==> src/rtl/force_wb_arbiter.sv <==
// force_wb_arbiter: shares one force-cache read-modify-write port between the
// local force pipelines and remote ring writebacks. Grants are round-robin.
// A pid stays hazard-blocked until its previous write has committed.
// Optional feature: define FORCE_WB_MERGE_EN to combine equal-pid requests
// from both sides into a single read-modify-write.
module force_wb_arbiter #(
  parameter int PARTICLE_ID_WIDTH = 7,
  parameter int FORCE_WIDTH       = 32,
  parameter int CACHE_RD_LATENCY  = 2
) (
  input  logic                         clk,
  input  logic                         rst,
  input  logic                         local_valid,
  output logic                         local_ready,
  input  logic [PARTICLE_ID_WIDTH-1:0] local_pid,
  input  logic [3*FORCE_WIDTH-1:0]     local_force,
  input  logic                         remote_valid,
  output logic                         remote_ready,
  input  logic [PARTICLE_ID_WIDTH-1:0] remote_pid,
  input  logic [3*FORCE_WIDTH-1:0]     remote_force,
  output logic                         cache_rd_en,
  output logic [PARTICLE_ID_WIDTH-1:0] cache_rd_addr,
  input  logic [3*FORCE_WIDTH-1:0]     cache_rd_data,
  output logic                         cache_wr_en,
  output logic [PARTICLE_ID_WIDTH-1:0] cache_wr_addr,
  output logic [3*FORCE_WIDTH-1:0]     cache_wr_data,
  output logic                         wb_idle
);

  localparam int WIN_DEPTH  = CACHE_RD_LATENCY + 1;
  localparam int DATA_WIDTH = 3 * FORCE_WIDTH;

  // Adds the three force components independently; each wraps on its own.
  function automatic logic [DATA_WIDTH-1:0] add3(input logic [DATA_WIDTH-1:0] a,
                                                 input logic [DATA_WIDTH-1:0] b);
    logic [DATA_WIDTH-1:0] sum;
    sum = '0;
    for (int c = 0; c < 3; c++) begin
      sum[c*FORCE_WIDTH +: FORCE_WIDTH] = a[c*FORCE_WIDTH +: FORCE_WIDTH] +
                                          b[c*FORCE_WIDTH +: FORCE_WIDTH];
    end
    return sum;
  endfunction

  logic                         win_valid  [WIN_DEPTH];
  logic [PARTICLE_ID_WIDTH-1:0] win_pid    [WIN_DEPTH];
  logic                         pipe_valid [CACHE_RD_LATENCY];
  logic [PARTICLE_ID_WIDTH-1:0] pipe_pid   [CACHE_RD_LATENCY];
  logic [DATA_WIDTH-1:0]        pipe_delta [CACHE_RD_LATENCY];
  logic                         rr_ptr;

  logic                         local_hit;
  logic                         remote_hit;
  logic                         win_any;
  logic                         pipe_any;
  logic                         local_elig;
  logic                         remote_elig;
  logic                         merge_hit;
  logic                         grant_local;
  logic                         grant_remote;
  logic                         grant_any;
  logic [PARTICLE_ID_WIDTH-1:0] grant_pid;
  logic [DATA_WIDTH-1:0]        grant_delta;

  // Compare both requesters' pids against every live hazard-window entry.
  always_comb begin
    local_hit  = 1'b0;
    remote_hit = 1'b0;
    win_any    = 1'b0;
    pipe_any   = 1'b0;
    for (int i = 0; i < WIN_DEPTH; i++) begin
      if (win_valid[i]) begin
        win_any = 1'b1;
        if (win_pid[i] == local_pid)  local_hit  = 1'b1;
        if (win_pid[i] == remote_pid) remote_hit = 1'b1;
      end
    end
    for (int i = 0; i < CACHE_RD_LATENCY; i++) begin
      if (pipe_valid[i]) pipe_any = 1'b1;
    end
  end

  // Pick at most one winner by round-robin, or both when an equal-pid merge applies.
  always_comb begin
    merge_hit    = 1'b0;
    grant_local  = 1'b0;
    grant_remote = 1'b0;
    local_elig   = local_valid && !local_hit && !rst;
    remote_elig  = remote_valid && !remote_hit && !rst;
`ifdef FORCE_WB_MERGE_EN
    merge_hit    = local_elig && remote_elig && (local_pid == remote_pid);
`endif
    if (merge_hit) begin
      grant_local  = 1'b1;
      grant_remote = 1'b1;
    end else if (!rr_ptr) begin
      if (local_elig)       grant_local  = 1'b1;
      else if (remote_elig) grant_remote = 1'b1;
    end else begin
      if (remote_elig)      grant_remote = 1'b1;
      else if (local_elig)  grant_local  = 1'b1;
    end
  end

  // Select the pid and delta that travel with this cycle's grant.
  always_comb begin
    grant_any   = grant_local || grant_remote;
    grant_pid   = '0;
    grant_delta = '0;
    if (merge_hit) begin
      grant_pid   = local_pid;
      grant_delta = add3(local_force, remote_force);
    end else if (grant_local) begin
      grant_pid   = local_pid;
      grant_delta = local_force;
    end else if (grant_remote) begin
      grant_pid   = remote_pid;
      grant_delta = remote_force;
    end
  end

  assign local_ready   = grant_local;
  assign remote_ready  = grant_remote;
  assign cache_rd_en   = grant_any;
  assign cache_rd_addr = grant_pid;
  assign wb_idle       = !local_valid && !remote_valid && !win_any && !pipe_any && !cache_wr_en;

  // Shift the hazard window and the delta pipeline, and advance the round-robin pointer.
  always_ff @(posedge clk) begin
    if (rst) begin
      for (int i = 0; i < WIN_DEPTH; i++) begin
        win_valid[i] <= 1'b0;
        win_pid[i]   <= '0;
      end
      for (int i = 0; i < CACHE_RD_LATENCY; i++) begin
        pipe_valid[i] <= 1'b0;
        pipe_pid[i]   <= '0;
        pipe_delta[i] <= '0;
      end
      rr_ptr <= 1'b0;
    end else begin
      win_valid[0]  <= grant_any;
      win_pid[0]    <= grant_pid;
      for (int i = 1; i < WIN_DEPTH; i++) begin
        win_valid[i] <= win_valid[i-1];
        win_pid[i]   <= win_pid[i-1];
      end
      pipe_valid[0] <= grant_any;
      pipe_pid[0]   <= grant_pid;
      pipe_delta[0] <= grant_delta;
      for (int i = 1; i < CACHE_RD_LATENCY; i++) begin
        pipe_valid[i] <= pipe_valid[i-1];
        pipe_pid[i]   <= pipe_pid[i-1];
        pipe_delta[i] <= pipe_delta[i-1];
      end
      if (grant_local && !grant_remote)      rr_ptr <= 1'b1;
      else if (grant_remote && !grant_local) rr_ptr <= 1'b0;
    end
  end

  // Accumulate the returning cache data with its delta and register the write.
  always_ff @(posedge clk) begin
    if (rst) begin
      cache_wr_en   <= 1'b0;
      cache_wr_addr <= '0;
      cache_wr_data <= '0;
    end else begin
      cache_wr_en <= pipe_valid[CACHE_RD_LATENCY-1];
      if (pipe_valid[CACHE_RD_LATENCY-1]) begin
        cache_wr_addr <= pipe_pid[CACHE_RD_LATENCY-1];
        cache_wr_data <= add3(cache_rd_data, pipe_delta[CACHE_RD_LATENCY-1]);
      end
    end
  end

endmodule

==> config.mk <==
export PLATFORM = sky130hd
export DESIGN_NAME = force_wb_arbiter
export DESIGN_NICKNAME = d
export VERILOG_FILES = /design/src/rtl/force_wb_arbiter.sv
export SDC_FILE = /design/constraint.sdc
export NUM_CORES = 1
export LEC_CHECK = 0
export ABC_AREA = 1
export CORE_MARGIN = 3
export CORE_UTILIZATION = 30
export CTS_CLUSTER_SIZE = 30
export DETAILED_ROUTE_END_ITERATION = 10
export HOLD_SLACK_MARGIN = 0.08
export PLACE_DENSITY = 0.57
export SYNTH_ARGS = -nofsm -noshare
export SYNTH_HDL_FRONTEND = slang
export SYNTH_SLANG_ARGS = --single-unit
export TNS_END_PERCENT = 50
==> constraint.sdc <==
create_clock -name clk -period 4.1 [get_ports clk]
set_clock_uncertainty 0.05 [all_clocks]
set_input_delay 0.82 -clock clk [delete_from_list [all_inputs] [get_ports clk]]
set_output_delay 0.82 -clock clk [all_outputs]
set_load 0.005 [all_outputs]
== Yosys cells after proc, flatten, opt, wreduce, memory -nomap -nowiden ==
Memory sizes are Yosys's and may differ from the RTL's. A register that Yosys moved wholly into a read port is not among the register bits.
Index checks and enable logic that the tools add are counted.

* Order comparisons: 0
* $add $sub $neg: 3
* Muxes and demuxes: 44
* Eq/ne operators: 6
* Reductions and logical operators: 22
* Bitwise gates (word level): 12
* Shift-type cells: 0
* Multipliers: 0
* Divide/modulo/power cells: 0

{| class="wikitable"
|+ Operator list
! cell !! count
|-
| $mux W96 || 4
|-
| $add A32 B32 Y32 || 3
|-
| $mux W7 || 7
|-
| $eq A7 B7 Y1 || 6
|-
| $mux W1 || 33
|-
| $or A1 B1 Y1 || 12
|-
| $logic_and A1 B1 Y1 || 10
|-
| $logic_not A1 Y1 || 10
|-
| $reduce_bool A2 Y1 || 1
|-
| $logic_or A1 B1 Y1 || 1
|}

* Bits in writable memories: 232
* Word-level logic and storage cells: 95
* Memories kept: 5
* Output and inout bits: 115
* Bits in registers: 98
* Latch bits: 0
* Bits in read-only memories: 0

{| class="wikitable"
|+ Memories
! name !! words !! bits a word !! rd ports !! clocked after memory_dff !! wr ports !! RTL line !! RTL
|-
| pipe_delta || 2 || 96 || 2 || 0 || 2 || 49 || <nowiki>logic [DATA_WIDTH-1:0] pipe_delta [CACHE_RD_LATENCY];</nowiki>
|-
| win_pid || 3 || 7 || 3 || 0 || 3 || 46 || <nowiki>logic [PARTICLE_ID_WIDTH-1:0] win_pid [WIN_DEPTH];</nowiki>
|-
| pipe_pid || 2 || 7 || 2 || 1 || 2 || 48 || <nowiki>logic [PARTICLE_ID_WIDTH-1:0] pipe_pid [CACHE_RD_LATENCY];</nowiki>
|-
| win_valid || 3 || 1 || 3 || 0 || 3 || 45 || <nowiki>logic win_valid [WIN_DEPTH];</nowiki>
|-
| pipe_valid || 2 || 1 || 2 || 0 || 2 || 47 || <nowiki>logic pipe_valid [CACHE_RD_LATENCY];</nowiki>
|}

== Depth between registers and ports, before layout ==
Gate-level depths: netlist of the first run.
An unclocked memory read counts as a cell.

* Depth in word-level cells: 18
* Depth in mapped cells: 16
* Depth with buffers taken out: 15

== Worst setup path before layout of the first run ==
OpenSTA, ideal clock, no wires.

* Path kind: in2out
* From: input local_pid[2]
* To: output cache_rd_en
* Buffers on the path: 2
* Arrival time: 2.041 ns
* Cell stages on the path: 13
* Path slack: 1.189 ns
* Path through: inv_2 or2_0 nand3_1 nor2_1 nand2_1 nand2_1 nor2_4 nand2_4 buf_6 buf_6 nand2_1 ha_1 inv_1

* Cells in the longest elaborated chain, start to end: 14
* Elaborated cells on any way between the ends: 18
* Classes of those cells: 3 x eq/ne; 11 x mux; 4 x reduce/logical

{| class="wikitable"
|+ Ends and longest elaborated chain
! item !! RTL line !! RTL
|-
| start, declared || 15 || <nowiki>input logic [PARTICLE_ID_WIDTH-1:0] local_pid,</nowiki>
|-
| $eq A7 B7 Y1 || 74 || <nowiki>if (win_pid[i] == local_pid) local_hit = 1'b1;</nowiki>
|-
| $mux W1 || 74 ||
|-
| $mux W1 || 72 || <nowiki>if (win_valid[i]) begin</nowiki>
|-
| $mux W1 || 74 ||
|-
| $mux W1 || 72 ||
|-
| $mux W1 || 74 ||
|-
| $mux W1 * || 72 ||
|-
| $logic_not A1 Y1 * || 88 || <nowiki>local_elig = local_valid && !local_hit && !rst;</nowiki>
|-
| $logic_and A1 B1 Y1 * (2 in series) || 88 ||
|-
| $mux W1 || 97, 101 ||
|-
| $mux W1 || 100 || <nowiki>if (remote_elig) grant_remote = 1'b1;</nowiki>
|-
| $mux W1 || 96 || <nowiki>end else if (!rr_ptr) begin</nowiki>
|-
| $logic_or A1 B1 Y1 * || 107 || <nowiki>grant_any = grant_local || grant_remote;</nowiki>
|-
| end, declared || 21 || <nowiki>output logic cache_rd_en,</nowiki>
|}

Mark *: on every way between the ends. The rest lies on a longest branch, timed or not.

== Worst setup path in the final report of the first run ==
* From: input local_pid[0]
* To: output cache_rd_en

The elaborated chain is that of the path after synthesis.

==> flow_summary.ini, run 1 <==
[synth]
yosysWarnings = 0
synthFlopType = dfxtp_1
synth_top_area_share_pct = 34.02
synth_fp_nets = 3460
syn_area_per_cell_sq_um = 6.162
yosys.area.top_type = dfxtp_1
yosys-top-cells-area = dfxtp_1, nand2_1, inv_1, nor2_1, nand3_1
synth_seq_cells = 320
synth_cells = 3056
yosysSeqAreaShare_pct = 34.02
syn_area_sq_mm = 0.01883
synth_edf_count = 0
synth-async-reset-ratio_pct = 0
yosysUniqueCellTypes = 33

[cells_and_area]
syn_to_final_growth_pct = 33.93
layout-drive-gt1-share_pct = 3.166
fillers = 6741
finalNetCount = 3847
fin_cells = 4316

[routing]
routedWlPerCell_microns = 15.76
vias = 19156
drt-total-wl_mm = 68.00
dr.pass1.iters = 5
drc = 0
drt_iter0_markers = 1062
ant_nets = 0
viasPerCell = 4.438

[clock_network]
tritoncts = done
clk_path_buf_depth = 3
clkLatencyLatePin_ps = 550
cts_buffers = 39
cts_root_buffer = clkbuf_16
clk_pin_slew_ps = 60
cts_htree_levels = 2
ctsHoldBuffers = 0
cts.sinks = 320

[grt]
grt_usage_pct = 20.01
overflow = 0
antenna_found_initial = 6
grt_pass1_wl_mm = 104.2
grt_pass1_vias = 18460
grt_max_degree = 81

[worst_setup_path]
cp.required_ps = 3230
cp-start-kind = primary input
path_max_fanout = 10
arrival_ps = 3040
critical_path_class = primary input to output port
crit_path_end_kind = output port

[pwr]
p_leak_nw = 13.13
finalPower_mw = 8.522
powerDensity_mw_per_mm2 = 337.9
irDropWorstVdd_mv = 0.2241

[min_path]
worstHoldPathType = register to register

[sta]
rsz0062_at_grt = no
relSlewSlack_pct = 31.90
setup_viol = 0
holdWs_ps = 347.0
finalHoldViolCount = 0
tightest_slew_ps = 1022
max_freq_mhz = 255.9
finalSetupTns_ps = 0
fin_crit_ps = 3907
period_share_pct = 95.30
drv_slew = 0

[placement]
portBuffers = 420
placed_cells = 4236
place_congestion = 0.8927
hpwl_mm = 53.71

[floorplan]
die-width_microns = 256.5
die_area_sq_mm = 0.06582
io_pins = 421
start_util_pct = 30.40
rows = 91
die_h_microns = 256.5
core_sq_mm = 0.06194

[job]
max_cap_violations = 0

[status]
status = complete, no violations
==> worst paths after layout <==
check	cells past startpoint	start	endpoint	slack (ps)
worst max-delay path	13	local_pid[0]	cache_rd_en	190
worst min-delay path	2	pipe_delta[0][9]	pipe_delta[0][105]	350
worst max register to register	14	pipe_pid[0][4]	pipe_delta[0][71]	1000
worst min register to register	2	pipe_delta[0][9]	pipe_delta[0][105]	350
==> through the flow <==
stage | utilization, % | instance area, sq um | worst slack, ps
4_1_cts | 40.61 | 25160 | 18.45
3_5_place_dp | 38.45 | 23810 | 29.59
3_3_place_gp | 38.45 | 23810 | 27.71
6_report | 40.72 | 25220 | 192.7
2_1_floorplan | - | 18830 | 1189
5_1_grt | 40.72 | 25220 | 12.85
==> synthesized netlist by cell type (7+ instances only) <==
| library cell | n |
|---|---|
| clkbuf_1 | 50 |
| dfxtp_1 | 320 |
| ha_1 | 95 |
| xnor2_1 | 20 |
| buf_2 | 30 |
| xor2_1 | 28 |
| and2_1 | 10 |
| nand4_1 | 120 |
| inv_1 | 583 |
| o21ai_0 | 71 |
| nand2_1 | 911 |
| buf_1 | 11 |
| inv_2 | 8 |
| a21oi_1 | 71 |
| nor2_1 | 410 |
| buf_4 | 7 |
| nor3_1 | 23 |
| nand3_1 | 253 |
==> final cells by class <==
type / count / area, sq um / share of cell area, %
Antenna cell: 5 / 12.51 / 0.04961
Clock buffer: 57 / 1186 / 4.703
Clock inverter: 15 / 157.7 / 0.6251
Inverter: 591 / 2221 / 8.805
Multi-Input combinational cell: 2044 / 9749 / 38.65
Sequential cell: 320 / 6410 / 25.41
Tap cell: 837 / 1047 / 4.152
Timing Repair Buffer: 447 / 4438 / 17.60
==> timing repair <==
action / 4_1_cts / 5_1_grt
buffers inserted: 0 / 3
endpoints found under the setup margin: 0 / 9
gates resized for setup: 0 / 12
==> per-layer routing <==
layer	share of wire (%)	track usage [%]	routed length (microns)	vias to the layer above
li1	-	-	-	10134
met1	46	26.04	30950	8473
met2	46	33.71	31600	449
met3	5.3	3.526	3609	100
met4	2.7	6.157	1850	0
met5	0	0	0	-
==> placed cells by master (no fill, tap or decap), types with 25 or more instances in the layout <==
| master | synthesis | final |
|---|---|---|
| clkdlybuf4s50_1 | 0 | 409 |
| nor2_1 | 410 | 410 |
| nand2_1 | 911 | 911 |
| dfxtp_1 | 320 | 319 |
| xor2_1 | 28 | 28 |
| a21oi_1 | 71 | 71 |
| inv_1 | 583 | 583 |
| nand3_1 | 253 | 253 |
| buf_4 | 7 | 25 |
| o21ai_0 | 71 | 71 |
| nand4_1 | 120 | 120 |
| ha_1 | 95 | 95 |
| clkbuf_16 | 0 | 41 |
==> critical path, stage by stage <==
cell and delay (ps):
clkdlybuf4s50_1 560, inv_1 110, nand2_1 70, nand3_1 70, nor2_1 180, nand2_1 80
nand2_1 100, nor2_4 70, nand2_4 120, nand2_1 90, ha_1 210, inv_1 60
clkdlybuf4s50_1 490
==> state kept, by name (all words and copies together) (netlist names) <==
name / count
pipe_pid: 6
rr_ptr: 1
pipe_valid: 1
cache_wr_data: 96
cache_wr_en: 1
win_pid: 15
win_valid: 1
cache_wr_addr: 7
pipe_delta: 192
==> where the power goes <==
| group | total [mW] | internal, mW | switching [mW] |
|---|---|---|---|
| sequential | 3.36 | 3.28 | 0.0858 |
| combinational | 1.59 | 0.704 | 0.882 |
| clock | 3.57 | 2.15 | 1.42 |
==> cells by family (layout without fill, tap and decap cells) <==
family                   count (synthesis)  in the layout  share of synthesized area, %
buffers and inverters                  692           1110                         14.25
AO/OA/AOI/OAI                          159            159                         4.365
other                                    0              5                             0
flip-flops                             320            320                         34.02
adder cells (fa/ha/maj)                 98             98                         6.631
XOR/XNOR                                48             48                         2.232
AND/OR/NAND/NOR                       1739           1739                         38.50
(Power assumes the default switching activity.)
==> inputs of run 2 (changes only) <==
- SKIP_LAST_GASP: not set -> 1
==> flow_summary.ini, run 2 (synthesis results as in run 1) <==
[status]
status = complete, no violations

[placement]
hpwl_mm = 53.71
placed_cells = 4236
placed_area_sq_mm = 0.02381
place_congestion = 0.8927
portBuffers = 420

[sta]
finalHoldViolCount = 0
holdWs_ps = 347.2
fin_crit_ps = 3917
drv_slew = 0
period_share_pct = 95.53
max_freq_mhz = 255.3
finalSetupTns_ps = 0
relSlewSlack_pct = 31.89
setup_viol = 0
tightest_slew_ps = 1022
rsz0062_at_grt = yes

[floorplan]
die-width_microns = 256.5
rows = 91
core_sq_mm = 0.06194
io_pins = 421
die_h_microns = 256.5
die_area_sq_mm = 0.06582
start_util_pct = 30.40

[pwr]
p_leak_nw = 13.12
p_comb_share_pct = 18.6
seq_power_share_pct = 39.5
clock_power_share_pct = 41.9
p_int_mw = 6.132
powerDensity_mw_per_mm2 = 337.9
swShare_pct = 28.04
switchingPower_mw = 2.390
irDropWorstVdd_mv = 0.2240

[routing]
ant_nets = 0
dr.pass1.iters = 5
drc = 0
viasPerCell = 4.434
drt_iter0_markers = 1082
vias = 19138
drt-total-wl_mm = 67.97
routedWlPerCell_microns = 15.75

[clock_network]
clk_pin_slew_ps = 60
cts.sinks = 320
cts_htree_levels = 2
cts_root_buffer = clkbuf_16
cts_buffers = 39
tritoncts = done
clkLatencyLatePin_ps = 550
clk_path_buf_depth = 3

[cells_and_area]
multi_input_area_sq_mm = 0.009749
final_cell_mix = nand2_1, inv_1, nor2_1, clkdlybuf4s50_1, dfxtp_1
layout_top_registers = pipe_delta x192, cache_wr_data x96, win_pid x15
fin_cells = 4316
post-route-util_pct = 40.72
layout_commonest_cell = nand2_1
fillers = 6742
syn_to_final_growth_pct = 33.92
finalNetCount = 3847
largest_reg_flops = 192
layout-drive-gt1-share_pct = 3.166
regMostFlops = pipe_delta
design_area_sq_mm = 0.02522
seq_area_sq_mm = 0.006410

[worst_setup_path]
critical_path_class = primary input to output port
cp.required_ps = 3230
path_max_fanout = 10
r2r_slack_ps = 1000
cp-start-kind = primary input
regToRegStartpoint = pipe_pid[0][4]
reg2reg_to = pipe_delta[0][71]
rr_worst_depth = 14
arrival_ps = 3050
crit_path_end_kind = output port

[grt]
overflow = 0
grt_max_degree = 81
grt_pass1_wl_mm = 104.2
grt_usage_pct = 20.01
antenna_found_initial = 6
grt_pass1_vias = 18460

[min_path]
min_from = pipe_delta[0][56]
whs_endpoint = pipe_delta[0][152]
worstHoldPathType = register to register
min_path_cells = 2

[job]
max_cap_violations = 0
==> run 2: routing by layer <==
metal  vias up  GRT usage, %  wire, microns
met3       100         3.526           3610
met5         -             0              0
li1      10137             -              -
met4         0         6.157           1854
met1      8473         26.04          30910
met2       428         33.71          31590
==> run 2: layout make-up <==
class	instances	area share, %
Multi-Input combinational cell	2044	38.66
Tap cell	837	4.153
Clock inverter	15	0.6251
Sequential cell	320	25.42
Antenna cell	5	0.04961
Timing Repair Buffer	447	17.59
Clock buffer	57	4.703
Inverter	591	8.806
==> run 2: metrics by stage <==
stage / worst slack (ps) / power, mW
floorplan: 1189 / 4.258
global placement: 27.71 / 5.022
detailed placement: 29.59 / 5.021
CTS: 18.45 / 8.667
global route: -6.728 / 8.962
finish: 183.4 / 8.522
==> run 2: timing repair <==
item | 4_1_cts | 5_1_grt
setup endpoints to repair | 0 | 9
setup buffers | 0 | 3
hold buffers | 0 | 0
gates resized for setup | 0 | 11
==> run 2: critical path: stages <==
cell and delay [ps]:
clkdlybuf4s50_1 580, inv_1 110, nand2_1 110, nand3_1 80
nor2_1 140, nand2_1 70, nand2_1 100, nor2_4 70
nand2_4 120, nand2_1 90, ha_1 210, inv_1 60
clkdlybuf4s50_1 490
==> run 2: worst max path at each step <==
stage	start	end	slack, ps	cells after the start
floorplan	local_pid[2]	cache_rd_en	1190	13
global placement	remote_pid[1]	cache_rd_en	30	13
detailed placement	remote_pid[4]	cache_rd_en	30	13
CTS	remote_pid[4]	cache_rd_en	20	13
global route	local_pid[0]	cache_rd_addr[1]	-7	13
finish	local_pid[6]	cache_rd_en	180	13
==> run 2: power groups by stage <==
stage	clock network [mW]	registers, mW	logic, mW
final	3.57	3.36	1.59
after CTS	3.71	3.36	1.60
after global routing	3.81	3.38	1.78
after global placement	0	3.43	1.59
after floorplan	0	3.40	0.858
after detailed placement	0	3.43	1.59
==> inputs of run 3 (changes only) <==
- CAP_MARGIN: not set -> 10
- CORE_MARGIN: 3 -> not set
- SETUP_SLACK_MARGIN: not set -> 0.15
==> flow_summary.ini, run 3 (synthesis results as in run 1) <==
[floorplan]
io_pins = 421
start_util_pct = 30.46
die_area_sq_mm = 0.06378
die-width_microns = 252.5
die_h_microns = 252.5
rows = 91
core_sq_mm = 0.06183

[cells_and_area]
seq_area_sq_mm = 0.006410
final_cell_mix = nand2_1, inv_1, nor2_1, clkdlybuf4s50_1, dfxtp_1
layout_top_registers = pipe_delta x192, cache_wr_data x96, win_pid x15
fillers = 6705
largest_reg_flops = 192
layout_commonest_cell = nand2_1
finalNetCount = 3845
regMostFlops = pipe_delta
multi_input_area_sq_mm = 0.009756
layout-drive-gt1-share_pct = 3.054
syn_to_final_growth_pct = 33.65

[routing]
wl_met3_mm = 3.703
drc = 0
routedWlPerCell_microns = 15.42
viasPerCell = 4.457
vias = 19206
ant_nets = 0
drt_iter0_markers = 1046
drt-total-wl_mm = 66.46
wl_met1_mm = 29.46
highest_layer = met5
wl_met2_mm = 30.99
dr.pass1.iters = 6

[sta]
tightest_slew_ps = 930.4
rsz0062_at_grt = no
post-route-worst-setup-slack_ps = 319.6
fin_crit_ps = 3780
drv_slew = 0
period_share_pct = 92.21
relSlewSlack_pct = 37.98
setup_viol = 0
max_freq_mhz = 264.5
finalSetupTns_ps = 0
finalHoldViolCount = 0

[grt]
grt_pass1_wl_mm = 101.8
grt_max_degree = 79
antenna_found_initial = 4
grt_usage_pct = 20.54
overflow = 0
grt_pass1_vias = 18311

[job]
max_cap_violations = 0

[clock_network]
tritoncts = done
clk_path_buf_depth = 3
cts_root_buffer = clkbuf_16
cts.sinks = 320
ctsHoldBuffers = 0
clk_pin_slew_ps = 60
clkLatencyLatePin_ps = 570
cts_buffers = 39
cts_htree_levels = 2

[placement]
place_worst_setup_slack_ps = 17.25
place_congestion = 0.9006
hpwl_mm = 52.62
portBuffers = 420

[min_path]
worstHoldPathType = register to register

[worst_setup_path]
critical_path_class = primary input to output port
crit_chain = dlygate4sd2_1 -> inv_2 -> nand2_1 -> o21ai_1 -> nor2_1 -> nand2_1 -> nor2_1 -> nor2_2 -> nand2_1 -> nor2_4 -> nand2_1 -> ha_1 -> inv_1 -> clkdlybuf4s50_1
path_delay_family = buffers and inverters
crit_path_end_kind = output port
path_common_cell = nand2_1
cp-start-kind = primary input
arrival_ps = 2910
cp.required_ps = 3230
path_max_fanout = 5
crit_buf_inv = 4
slowest_delay_ps = 490
cp_slowest_cell = clkdlybuf4s50_1

[pwr]
irDropWorstVdd_mv = 0.2504
seq_power_share_pct = 39.3
powerDensity_mw_per_mm2 = 339.7
swShare_pct = 27.86
clock_power_share_pct = 42.2
p_leak_nw = 13.04
switchingPower_mw = 2.382
p_comb_share_pct = 18.5
p_int_mw = 6.168

[status]
status = complete, no violations
[run 3: cell types whose count changed in the layout (fill, tap and decap cells not counted), sizes merged, moves of 2 or more]
| cell | delta |
|---|---|
| clkdlybuf4s50 | -5 |
| buf | -2 |
| diode | -4 |
| dlygate4sd2 | +14 |
| clkinv | -3 |
| clkinvlp | +2 |
| dlymetal6s2s | -9 |
[run 3: power groups by stage]
stage | clock network [mW] | registers (mW) | logic (mW)
after floorplan | 0 | 3.40 | 0.858
after global placement | 0 | 3.43 | 1.58
after detailed placement | 0 | 3.43 | 1.58
after CTS | 3.71 | 3.36 | 1.59
after global routing | 3.83 | 3.38 | 1.77
final | 3.61 | 3.36 | 1.58
[run 3: final timing paths]
path         cells after the start  slack [ps]                  to               from
min reg2reg                      2         330  pipe_delta[0][127]  pipe_delta[0][31]
max reg2reg                     12        1290   pipe_delta[0][36]     pipe_pid[0][2]
min                              2         330  pipe_delta[0][127]  pipe_delta[0][31]
max                             14         320         cache_rd_en      remote_pid[5]
[run 3: cell type report]
class,instances,area share [%]
flip-flops and latches,320,25.47
inverters,591,8.824
repair buffers,444,17.40
clock inverters,14,0.6960
clock buffers,57,4.673
well taps,837,4.161
diodes,1,0.009943
multi-input cells,2045,38.76
[run 3: timing repair]
action | CTS | global route
setup buffers | 5 | 0
hold endpoints to repair | 0 | 0
gates resized for setup | 14 | 0
endpoints found under the setup margin | 4 | 0
[run 3: routing by layer]
layer,GRT usage (%),vias up
met1,26.12,8467
met4,7.463,2
met3,3.769,110
met5,0,-
li1,-,10138
met2,34.43,489
[run 3: stage by stage]
stage	cell area, sq um	cells	hold slack (ps)	total power, mW	utilization (%)
after detailed placement	23780	4231	341.6	5.014	38.46
after CTS	25170	4308	330.0	8.669	40.70
after global routing	25170	4309	341.2	8.979	40.71
after floorplan	18830	3056	338.3	4.258	-
after global placement	23780	4231	338.8	5.013	38.46
final	25170	4309	329.4	8.550	40.71
[run 3: worst reg2reg max path: stages, from the launching register on]
cell,delay [ps]
dfxtp_1,470
nand2_1,100
nand4_1,100
nor2_1,50
nand2_1,60
nand2_1,80
nor2_4,130
buf_12,140
buf_4,110
buf_4,410
buf_4,640
nand4_1,290
nand2_1,120
